==> src/rtl/segment_7.sv <==
// Registered 4-bit to seven-segment decoder, seg bit order {g,f,e,d,c,b,a}.
// Define SEGMENT7_HEX_EN to show A,b,C,d,E,F for 10-15; otherwise those values blank.
module segment_7 #(
  parameter bit ACTIVE_LOW = 1'b0
) (
  input  logic       clk,
  input  logic       rst_n,
  input  logic [3:0] bcd,
  output logic [6:0] seg
);

  localparam int unsigned SEG_W = 7;
  localparam logic [SEG_W-1:0] SEG_OFF = SEG_W'(0);
  localparam logic [SEG_W-1:0] BLANK   = ACTIVE_LOW ? ~SEG_OFF : SEG_OFF;

  logic [SEG_W-1:0] w_seg_hi;
  logic [SEG_W-1:0] w_seg;
  logic [SEG_W-1:0] r_seg;

  // Active-high decode; unused codes fall through to all segments off.
  always_comb begin
    w_seg_hi = SEG_OFF;
    case (bcd)
      4'd0:    w_seg_hi = 7'h3F;
      4'd1:    w_seg_hi = 7'h06;
      4'd2:    w_seg_hi = 7'h5B;
      4'd3:    w_seg_hi = 7'h4F;
      4'd4:    w_seg_hi = 7'h66;
      4'd5:    w_seg_hi = 7'h6D;
      4'd6:    w_seg_hi = 7'h7D;
      4'd7:    w_seg_hi = 7'h07;
      4'd8:    w_seg_hi = 7'h7F;
      4'd9:    w_seg_hi = 7'h6F;
`ifdef SEGMENT7_HEX_EN
      4'd10:   w_seg_hi = 7'h77;
      4'd11:   w_seg_hi = 7'h7C;
      4'd12:   w_seg_hi = 7'h39;
      4'd13:   w_seg_hi = 7'h5E;
      4'd14:   w_seg_hi = 7'h79;
      4'd15:   w_seg_hi = 7'h71;
`endif
      default: w_seg_hi = SEG_OFF;
    endcase
  end

  assign w_seg = ACTIVE_LOW ? ~w_seg_hi : w_seg_hi;

  // Output register keeps the pins glitch-free; reset blanks without a clock.
  always_ff @(posedge clk or negedge rst_n) begin
    if (!rst_n) begin
      r_seg <= BLANK;
    end else begin
      r_seg <= w_seg;
    end
  end

  assign seg = r_seg;

endmodule

==> config.mk <==
export PLATFORM = sky130hd
export DESIGN_NAME = segment_7
export DESIGN_NICKNAME = d
export VERILOG_FILES = /design/src/rtl/segment_7.sv
export SDC_FILE = /design/constraint.sdc
export NUM_CORES = 1
export LEC_CHECK = 0
export ABC_AREA = 1
export CORE_AREA = 2 2 39 41
export CTS_CLUSTER_DIAMETER = 80
export DETAILED_ROUTE_END_ITERATION = 6
export DIE_AREA = 0 0 41 43
export HOLD_SLACK_MARGIN = 0.12
export PLACE_DENSITY = 0.62
export REMOVE_ABC_BUFFERS = 1
export SLEW_MARGIN = 20
export SYNTH_ARGS = -nofsm -noshare
export SYNTH_HDL_FRONTEND = slang
export SYNTH_SLANG_ARGS = --single-unit
==> constraint.sdc <==
create_clock -name clk -period 0.8 [get_ports clk]
set_input_delay 0.08 -clock clk [delete_from_list [all_inputs] [get_ports clk]]
set_output_delay 0.08 -clock clk [all_outputs]
set_load 0.1 [all_outputs]
== Word-level counts from Yosys, hierarchy flattened ==
Memories as Yosys holds them, arrays and structs flattened. A register that Yosys moved wholly into a read port is not among the register bits.
Cells that the tools add are included.
W data, S select, Z words.
Word-level totals
  register bits after elaboration: 0
  bits in read-only memories: 112
  input port bits: 6
  output and inout port bits: 7
  memories: 1
Memories
  (name not given): words 16, width 7, read ports 1, clocked after Yosys merged registers in 1, write ports 0, line 23  | case (bcd)
Cells by class
  reductions and logical operators: 1
Operators with widths (number)
  $logic_not A1 Y1: 1

== Logic depth before layout (Yosys ltp) ==
  depth in word-level cells: 1
  depth in mapped cells: 7
  gate-level depth less buffers: 7

== Worst setup path before layout ==
OpenSTA, ideal clock, no wires.
  path kind: flip-flop to output port
  start point: register r_seg[0], in the netlist seg[0]
  end point: output port seg[0]
  arrival: 883 ps
  required time: 720 ps
  path slack: -163 ps
  stages on the path, launching flop included: 1
  cell sequence: dfrtp_1
RTL lines
  from (decl): line 18  | logic [SEG_W-1:0] r_seg;
  to (decl): line 9  | output logic [6:0] seg
No word-level cell between the ends.

== Worst setup path in the final report ==
  start point: register r_seg[6], in the netlist seg[6]
  end point: output port seg[6]
No word-level cell between the ends.

==> impl_metrics.yaml <==
die:
  coreArea_um2: 1380
  die_w_um: 41
  die_area_um2: 1760
  io_pins: 13
  rows: 14
  start_util_pct: 27.8
  die_h_um: 43
status:
  status: "finished with violations"
  violations: "setup timing"
cells_and_area:
  fillers: 134
  area_growth_pct: 69.2
  regArea_um2: 175
  drive_gt1_share_pct: 31.8
  design_area_um2: 652
  fin_nets: 79
  antenna_cells: 0
  multi_input_area_um2: 184
  final_cells: 82
  largest_reg_flops: 7
grt:
  grt_pass1_vias: 238
  antenna_found_initial: 0
  grt_max_degree: 8
  grt_pass1_wl_um: 883
  grt_overflow_total: 0
  grt_util_all_layers_pct: 7.88
clock_network:
  cts_buffer_depth: 2
  cts_tree: "built"
  postCtsSetupBuffers: 0
  numClockSinks: 7
  root_buffer: "clkbuf_4"
  cts_buffers: 3
  cts_max_level: 1
  clk_pin_slew_ns: 0.05
sta:
  timing.final.ws_setup_ns: -0.0840
  fin_crit_sh_pct: 111
  period_minus_slack_ns: 0.884
  tightest_slew_ns: 0.282
  drv_slew: 0
  rsz0062_at_grt: "yes"
  setup_viol: 7
  fmax_mhz: 1130
  hold_violations: 0
  slew_headroom_pct: 81.2
place:
  dp_hpwl_um: 505
  place_inst: 78
  pre_cts_slack_ns: -0.477
  gp_congestion: 0.732
  dpl-instance-area_um2: 626
  portBuffers: 12
synth:
  syn_area_per_cell_um2: 8.38
  ys.flop_type: "dfrtp_1"
  yosysSeqAreaShare_pct: 45.5
  ys_top_cells_by_count: "nand2_1, dfrtp_1, ha_1"
  yosys.cell_count.top_type: "nand2_1"
  yosys_register_bits: 7
  synth_cells: 46
  synth_area_um2: 385
  ys_warn_count: 0
  synth_edf_count: 0
  synth_area_leaders: "dfrtp_1, nand2_1, ha_1"
  synth.largest_area_cell: "dfrtp_1"
  synth_cell_types: 7
  synth_top_cell_area_share_pct: 45.5
  ys_async_sr_fraction_pct: 100
worst_hold_path:
  hold_path_class: "in -> async"
worst_setup_path:
  critical-path-top-delay-family: "flip-flops"
  worstPathArrival_ns: 0.80
  critPathMaxStageDelay_ns: 0.39
  crit_path_cell_trace: "buf_12"
  cp.required_ns: 0.72
  worst-path-buf-inv: 1
  path_max_fanout: 1
  startpoint_type: "flip-flop"
  crit_slowest_cell: "dfrtp_1"
  critPathKind: "reg -> out"
  endpoint_kind: "output port"
drt:
  met1Wirelength_um: 217
  via_per_inst: 3.88
  wirelength_um: 588
  ant_nets: 0
  vias: 318
  wl_met3_um: 63
  drt_iter0_drc: 1
  first_pass_iters: 2
  routed.top_layer: "met3"
  wl_per_cell_um: 7.17
  wl_met2_um: 307
  drc: 0
power:
  vdd_drop_max_mv: 0.501
  leakage_nw: 0.373
  power_density_nw_per_um2: 1820
run:
  drv_cap: 0
==> how the worst max path moves through the flow <==
| stage | startpoint | cells after the start | slack [ns] | to |
|---|---|---|---|---|
| after CTS | seg[3]$_DFF_PN0_ | 1 | -0.1 | seg[3] |
| final | seg[6]$_DFF_PN0_ | 1 | -0.08 | seg[6] |
| after global placement | bcd[1] | 7 | -0.46 | seg[3]$_DFF_PN0_ |
| after detailed placement | bcd[0] | 7 | -0.48 | seg[3]$_DFF_PN0_ |
| after global routing | seg[0]$_DFF_PN0_ | 1 | -0.11 | seg[0] |
| after floorplan | seg[0]$_DFF_PN0_ | 0 | -0.16 | seg[0] |
==> cells by family (layout without fill, tap and decap cells) <==
| family | Yosys count | count (layout) | share of synthesized area, % |
|---|---|---|---|
| DFF | 7 | 7 | 45.5 |
| buffers and inverters | 7 | 27 | 6.82 |
| adders and majority gates | 6 | 6 | 19.5 |
| and+or+nand+nor | 26 | 26 | 28.2 |
==> metal layers <==
layer	track usage (%)	vias up
met4	10.0	0
met1	8.85	132
met5	0	-
met2	10.0	13
li1	-	173
met3	2.09	0
==> power breakdown <==
group	internal [mW]	switching [mW]
logic	0.172	0.305
clock network	0.189	0.114
registers	0.385	0.0232
==> final cells by class <==
type | count | share of cell area [%]
timing repair buffer | 16 | 33.8
multi-input combinational | 32 | 28.2
sequential | 7 | 26.9
clock buffer | 4 | 4.03
inverter | 7 | 4.03
tap | 16 | 3.07
==> per-stage QoR <==
stage                     utilization [%]  total power, mW  hold WS (ns)  setup TNS, ns
final                                47.1             1.19        0.0807         -0.583
after global routing                 47.1             1.26         0.102         -0.760
after CTS                            46.9             1.21        0.0761         -0.677
after detailed placement             45.2            0.897         0.344          -2.78
after global placement               45.2            0.893         0.341          -2.66
after floorplan                         -            0.687        -0.216          -1.14
==> what timing repair did <==
action / 4_1_cts / 5_1_grt
resized for setup: 4 / 1
endpoints found under the hold margin: 7 / 7
setup endpoints to repair: 14 / 13
pin swaps: 0 / 0
==> layout by cell type, fill, tap and decap left out <==
cell              n
clkdlybuf4s50_1   2
dlymetal6s2s_1    1
inv_1             3
dlygate4sd2_1     2
nand3_2           1
buf_12            7
clkbuf_1          1
nand2_2           2
nand2_1          23
clkbuf_4          3
ha_1              6
inv_2             4
dfrtp_1           7
buf_4             4
(Power assumes the default switching activity.)
